--- src/rtl/reg_share_arbiter_if.sv ---
// rtl/reg_share_arbiter_if.sv - requester/register bus shared by reg_share_arbiter and its environment
// The lock vector only exists when REG_ARB_LOCK_EN is defined.
interface reg_share_arbiter_if #(
  parameter int N_REQ = 4,
  parameter int DW    = 8,
  parameter int CW    = 16
);
  logic [N_REQ-1:0]    req;
  logic [N_REQ-1:0]    wr;
  logic [N_REQ*DW-1:0] wdata;
  logic [N_REQ-1:0]    gnt;
  logic [N_REQ-1:0]    ack;
  logic [DW-1:0]       rdata;
  logic [DW-1:0]       reg_q;
  logic [DW-1:0]       reg_d;
  logic [CW-1:0]       wr_cnt;
`ifdef REG_ARB_LOCK_EN
  logic [N_REQ-1:0]    lock;

  modport slave (
    input  req, wr, wdata, reg_q, lock,
    output gnt, ack, rdata, reg_d, wr_cnt
  );
  modport master (
    output req, wr, wdata, reg_q, lock,
    input  gnt, ack, rdata, reg_d, wr_cnt
  );
`else
  modport slave (
    input  req, wr, wdata, reg_q,
    output gnt, ack, rdata, reg_d, wr_cnt
  );
  modport master (
    output req, wr, wdata, reg_q,
    input  gnt, ack, rdata, reg_d, wr_cnt
  );
`endif
endinterface

--- src/rtl/reg_share_arbiter.sv ---
// rtl/reg_share_arbiter.sv - round-robin req/ack arbiter sharing one register among N_REQ requesters
// REG_ARB_LOCK_EN adds a per-requester lock that re-grants the current owner without arbitration.
module reg_share_arbiter #(
  parameter int N_REQ = 4,
  parameter int DW    = 8,
  parameter int CW    = 16
) (
  input  logic            clk,
  input  logic            rst_n,
  reg_share_arbiter_if.slave bus
);
  localparam int PW = (N_REQ > 1) ? $clog2(N_REQ) : 1;
  localparam int SW = PW + 1;

  typedef enum logic [1:0] {
    IDLE  = 2'd0,
    GRANT = 2'd1,
    DONE  = 2'd2
  } state_e;

  state_e           state_q, state_d;
  logic [N_REQ-1:0] gnt_q, gnt_d;
  logic [N_REQ-1:0] ack_q, ack_d;
  logic [DW-1:0]    rdata_q, rdata_d;
  logic [CW-1:0]    wr_cnt_q, wr_cnt_d;
  logic [PW-1:0]    ptr_q, ptr_d;
  logic [PW-1:0]    owner_q, owner_d;
  logic [1:0]       rst_sync_q, rst_sync_d;
  logic             rst_int_n;

  logic [N_REQ-1:0] elig;
  logic             win_vld;
  logic [PW-1:0]    win_idx;
  logic [SW-1:0]    scan;
  logic [SW-1:0]    nxt;
  logic [DW-1:0]    wdata_g;
  logic             wr_g;
  logic             lock_hold;
  logic [DW-1:0]    reg_d_c;

  // Reset asserts immediately but releases only on a clock edge.
  always_comb rst_sync_d = {rst_sync_q[0], 1'b1};

  always_ff @(posedge clk or negedge rst_n) begin
    if (!rst_n) rst_sync_q <= '0;
    else        rst_sync_q <= rst_sync_d;
  end

  assign rst_int_n = rst_sync_q[1];

  assign wdata_g = bus.wdata[int'(owner_q)*DW +: DW];
  assign wr_g    = bus.wr[owner_q];

`ifdef REG_ARB_LOCK_EN
  assign lock_hold = bus.lock[owner_q] & bus.req[owner_q];
`else
  assign lock_hold = 1'b0;
`endif

  // Scan downwards so the lowest offset from the pointer is the last (winning) hit.
  always_comb begin
    elig = bus.req;
    if (state_q == DONE) elig[owner_q] = 1'b0;
    win_vld = 1'b0;
    win_idx = '0;
    scan    = '0;
    for (int k = N_REQ - 1; k >= 0; k--) begin
      scan = {1'b0, ptr_q} + SW'(k);
      if (scan >= SW'(N_REQ)) scan = scan - SW'(N_REQ);
      if (elig[scan[PW-1:0]]) begin
        win_vld = 1'b1;
        win_idx = scan[PW-1:0];
      end
    end
    nxt = {1'b0, win_idx} + SW'(1);
    if (nxt == SW'(N_REQ)) nxt = '0;
  end

  always_comb begin
    state_d  = state_q;
    gnt_d    = gnt_q;
    ack_d    = '0;
    rdata_d  = rdata_q;
    wr_cnt_d = wr_cnt_q;
    ptr_d    = ptr_q;
    owner_d  = owner_q;
    reg_d_c  = bus.reg_q;

    unique case (state_q)
      IDLE: begin
        if (win_vld) begin
          state_d = GRANT;
          owner_d = win_idx;
          gnt_d   = N_REQ'(1) << win_idx;
          ptr_d   = nxt[PW-1:0];
        end
      end

      GRANT: begin
        if (wr_g) begin
          reg_d_c = wdata_g;
          if (wr_cnt_q != {CW{1'b1}}) wr_cnt_d = wr_cnt_q + CW'(1);
        end else begin
          rdata_d = bus.reg_q;
        end
        ack_d   = gnt_q;
        state_d = DONE;
      end

      DONE: begin
        if (lock_hold) begin
          state_d = GRANT;
        end else if (win_vld) begin
          state_d = GRANT;
          owner_d = win_idx;
          gnt_d   = N_REQ'(1) << win_idx;
          ptr_d   = nxt[PW-1:0];
        end else begin
          state_d = IDLE;
          gnt_d   = '0;
        end
      end

      default: begin
        state_d = IDLE;
        gnt_d   = '0;
      end
    endcase
  end

  always_ff @(posedge clk or negedge rst_int_n) begin
    if (!rst_int_n) begin
      state_q  <= IDLE;
      gnt_q    <= '0;
      ack_q    <= '0;
      rdata_q  <= '0;
      wr_cnt_q <= '0;
      ptr_q    <= '0;
      owner_q  <= '0;
    end else begin
      state_q  <= state_d;
      gnt_q    <= gnt_d;
      ack_q    <= ack_d;
      rdata_q  <= rdata_d;
      wr_cnt_q <= wr_cnt_d;
      ptr_q    <= ptr_d;
      owner_q  <= owner_d;
    end
  end

  assign bus.gnt    = gnt_q;
  assign bus.ack    = ack_q;
  assign bus.rdata  = rdata_q;
  assign bus.wr_cnt = wr_cnt_q;
  assign bus.reg_d  = reg_d_c;
endmodule

--- src/flat_wrapper.sv ---
// flat-port wrapper written by rule: the top's interface ports become plain ports
module reg_share_arbiter_flat 
#(
  parameter int N_REQ = 4,
  parameter int DW    = 8,
  parameter int CW    = 16
)
  (clk, rst_n, bus_req, bus_wr, bus_wdata, bus_reg_q, bus_gnt, bus_ack, bus_rdata, bus_reg_d, bus_wr_cnt);
  reg_share_arbiter_if #(.N_REQ(N_REQ), .DW(DW), .CW(CW)) bus_i ();
  input  logic clk;
  input  logic rst_n;
  input wire logic [$bits(bus_i.req)-1:0] bus_req;
  input wire logic [$bits(bus_i.wr)-1:0] bus_wr;
  input wire logic [$bits(bus_i.wdata)-1:0] bus_wdata;
  input wire logic [$bits(bus_i.reg_q)-1:0] bus_reg_q;
  output wire logic [$bits(bus_i.gnt)-1:0] bus_gnt;
  output wire logic [$bits(bus_i.ack)-1:0] bus_ack;
  output wire logic [$bits(bus_i.rdata)-1:0] bus_rdata;
  output wire logic [$bits(bus_i.reg_d)-1:0] bus_reg_d;
  output wire logic [$bits(bus_i.wr_cnt)-1:0] bus_wr_cnt;
  assign bus_i.req = bus_req;
  assign bus_i.wr = bus_wr;
  assign bus_i.wdata = bus_wdata;
  assign bus_i.reg_q = bus_reg_q;
  assign bus_gnt = bus_i.gnt;
  assign bus_ack = bus_i.ack;
  assign bus_rdata = bus_i.rdata;
  assign bus_reg_d = bus_i.reg_d;
  assign bus_wr_cnt = bus_i.wr_cnt;
  reg_share_arbiter #(.N_REQ(N_REQ), .DW(DW), .CW(CW)) u_core (.clk(clk), .rst_n(rst_n), .bus(bus_i));
endmodule
--- config.mk ---
export PLATFORM = sky130hd
export DESIGN_NAME = reg_share_arbiter_flat
export DESIGN_NICKNAME = d
export VERILOG_FILES = /design/src/rtl/reg_share_arbiter_if.sv /design/src/rtl/reg_share_arbiter.sv /design/src/flat_wrapper.sv
export SDC_FILE = /design/constraint.sdc
export NUM_CORES = 1
export LEC_CHECK = 0
export CORE_UTILIZATION = 44
export DETAILED_ROUTE_END_ITERATION = 10
export GPL_TIMING_DRIVEN = 0
export PLACE_DENSITY_LB_ADDON = 0.2
export SLEW_MARGIN = 20
export SYNTH_ARGS = -nofsm -noshare
export SYNTH_HDL_FRONTEND = slang
export SYNTH_SLANG_ARGS = --single-unit
--- constraint.sdc ---
create_clock -name clk -period 2.81 [get_ports clk]
set_input_delay 0.562 -clock clk [delete_from_list [all_inputs] [get_ports clk]]
set_output_delay 0.562 -clock clk [all_outputs]
set_load 0.01 [all_outputs]
==> flow_metrics.tcl <==
set metrics [dict create \
    outcome "finished, final reports clean" \
    syn_area_um2 2390 \
    syn_nets 233 \
    initial_core_util 0.463 \
    cts_num_sinks 40 \
    worstMarginPinSlew_ns 0.790 \
    synth_cells 177 \
    clkLatencyLatePin_ns 0.29 \
    cts_tree "yes" \
    hold-worst-slack_ns 0.117 \
    die_x_um 75.8 \
    grt_pass1_wl_um 9440 \
    clk_pin_slew_ns 0.07 \
    port_buffers 89 \
    power.internal_mw 1.81 \
    slew_viol_final 0 \
    fill_cells 408 \
    rsz0062_at_grt "no" \
    h-tree-depth 2 \
    antenna_found_initial 0 \
    viasPerCell 5.43 \
    synth.distinct_cells 46 \
    cp_max_fo 5 \
    num_io_pins 90 \
    core_area_um2 5170 \
    yosys.area_share.adder 0.0313 \
    yosysWarnings 0 \
    cts_buffers 5 \
    area_growth_pct 46.6 \
    pwr-share-clk 0.130 \
    hold_violations 0 \
    switching_power_mw 1.06 \
    drv_cap 0 \
    endpoint_kind "output pin" \
    root_buffer "clkbuf_8" \
    period_needed_ns 2.75 \
    rows 26 \
    grt_max_degree 32 \
    gp_congestion 0.879 \
    drtPass1Iterations 4 \
    final.period_utilization 0.979 \
    yosys-mux-area-fraction 0.197 \
    fmax_mhz 364 \
    antennaDiodeCount 0 \
    p_leak_nw 1.49 \
    hpwl_um 4620 \
    worst_setup_path_start_kind "input pin" \
    avgSynthCellArea_um2 13.5 \
    ys_ff_latch 40 \
    cts_hold_buf 0 \
    drive_above_1_share 0.279 \
    grt_overflow 0 \
    synth_compound_area_frac 0.118 \
    power_mw 2.87 \
    yosysSeqAreaShare 0.418 \
    drc 0 \
    grt_pass1_vias 1862 \
    p_comb_frac 0.546 \
    wl_per_cell_um 17.5 \
    arrival_ns 2.19 \
    synth_top_family_by_area "multiplexers" \
    fp.dieH_um 75.8 \
    drtAntennaViolNets 0 \
    dr_total_vias 1899 \
    sequentialPowerShare 0.324 \
    finClkSkew_ns 0.00443 \
    p_sw_frac 0.368 \
    yosys.area_share.xor_xnor 0.0549 \
    yosys.area_share.simple 0.141 \
    nNetsFinal 335 \
    path_class "input pin to output pin" \
    hold_class "flop to asynchronous set/reset pin" \
    dr.first_iter.drc_count 144 \
    grt_use_total 0.225 \
    clockBufferDepth 2 \
    cp.required_ns 2.25 \
    routed_wl_um 6130 \
    setup_viol 0 \
    max_slew_margin 0.473 \
    ir_drop_mv 0.728 \
    dieArea_um2 5740 \
    power_density_nw_per_um2 818 \
]
==> metal layers <==
| layer | share of wire | global-route usage | up-vias |
|---|---|---|---|
| li1 | - | - | 872 |
| met1 | 0.42 | 0.296 | 950 |
| met2 | 0.53 | 0.373 | 66 |
| met3 | 0.036 | 0.0503 | 11 |
| met4 | 0.015 | 0.0679 | 0 |
| met5 | 0 | 0 | - |
==> power by group through the flow <==
stage / clock network, mW / registers [mW] / logic [mW]
floorplan: 0 / 0.969 / 0.857
global placement: 0 / 0.937 / 1.46
detailed placement: 0 / 0.939 / 1.50
CTS: 0.379 / 0.928 / 1.57
global route: 0.412 / 0.958 / 1.68
finish: 0.373 / 0.932 / 1.57
==> layout make-up <==
class	instances	area (um2)	share of cell area
Sequential cell	40	1000	0.285
Clock inverter	1	5.00	0.00143
Clock buffer	7	76.3	0.0217
Tap cell	70	87.6	0.0249
Timing Repair Buffer	96	942	0.268
Inverter	7	26.3	0.00748
Multi-Input combinational cell	122	1310	0.373
Buffer	7	61.3	0.0175
==> what timing repair did <==
item,CTS,global route
resized for setup,35,3
endpoints found under the setup margin,8,8
buffers inserted,6,0
pin swaps,1,1
==> per-stage QoR <==
stage	std cells	TNS (ns)	instance area (um2)	setup WS (ns)	utilization
after floorplan	177	0	2390	0.465	-
after global placement	336	-4.34	3370	-0.550	0.652
after detailed placement	337	-4.49	3390	-0.572	0.656
after CTS	350	0	3500	0.0294	0.677
after global routing	350	0	3510	0.0217	0.679
final	350	0	3510	0.0591	0.679
==> placed cells by master, fill, tap and decap left out, types with 4 or more instances in the layout <==
cell type	instances
clkbuf_8	5
mux2_2	23
clkdlybuf4s50_1	78
dfrtp_1	39
nand2_1	8
nor2b_1	4
buf_4	7
mux4_2	9
nand3_1	5
and2_1	4
a2111oi_2	5
buf_6	5
buf_2	8
ha_1	6
xor2_1	14
inv_1	7
==> cell families (layout without fill, tap and decap cells) <==
kind of cell,after synthesis,count (layout)
AOI/OAI and AO/OA,22,22
xor gates and xnor gates,15,15
adders and majority gates,6,6
buffers and inverters,15,118
DFF,40,40
muxes,33,33
other,1,1
and+or+nand+nor,45,45
==> state kept, by name, indices dropped and copies added (netlist names) <==
signal	flops
u_core.ptr_q	2
u_core.state_q	2
u_core.owner_q	2
u_core.bus.ack	4
u_core.bus.wr_cnt	16
u_core.bus.rdata	8
u_core.rst_sync_q	2
u_core.bus.gnt	4
==> critical path, cell delays in order <==
cell and delay [ns]:
clkdlybuf4s50_1 0.39, mux4_2 0.53, nand2_8 0.11, buf_6 0.12
mux2_2 0.32, buf_2 0.14
==> cell usage after synthesis, drive strengths merged <==
cell,number,share of area
nand3b,1,0.0031
nand4,3,0.0078
mux2,23,0.11
nand4b,1,0.0037
mux4,9,0.085
nor2b,4,0.010
o22ai,3,0.0078
a221oi,1,0.0037
a31oi,1,0.0089
a311oi,1,0.0037
nand2b,2,0.0052
a2111oi,8,0.066
and4,3,0.012
mux2i,1,0.0042
nor4bb,1,0.0042
a2bb2oi,1,0.0037
and2b,1,0.0031
xor2,14,0.051
a211oi,3,0.0094
and4bb,1,0.0052
nand3,5,0.010
a311o,1,0.0042
nor2,1,0.0016
buf,8,0.028
ha,6,0.031
nor4b,2,0.016
nand2,9,0.017
inv,7,0.011
a21o,1,0.0031
conb,1,0.0016
o32ai,1,0.0037
o311ai,1,0.0037
or3b,1,0.0037
and3,3,0.0078
and2,4,0.010
xnor2,1,0.0037
nor3,1,0.0021
dfrtp,40,0.42
nor3b,1,0.0078
nor4,1,0.0089
==> final timing paths <==
path                       depth (start not counted)  slack [ns]                  from                    end
setup / recovery                                   6        0.06             bus_wr[0]           bus_reg_d[5]
hold / removal                                     0        0.12  u_core.rst_sync_q[1]  u_core.bus.wr_cnt[12]
setup reg to reg                                   6        0.21     u_core.state_q[0]      u_core.bus.gnt[0]
hold reg to reg                                    0        0.12  u_core.rst_sync_q[1]  u_core.bus.wr_cnt[12]
max in group asynchronous                          1        2.22                 rst_n   u_core.rst_sync_q[1]
min in group clk                                   0        0.36  u_core.rst_sync_q[0]   u_core.rst_sync_q[1]
Note: power is estimated with default switching activity, not from simulation.
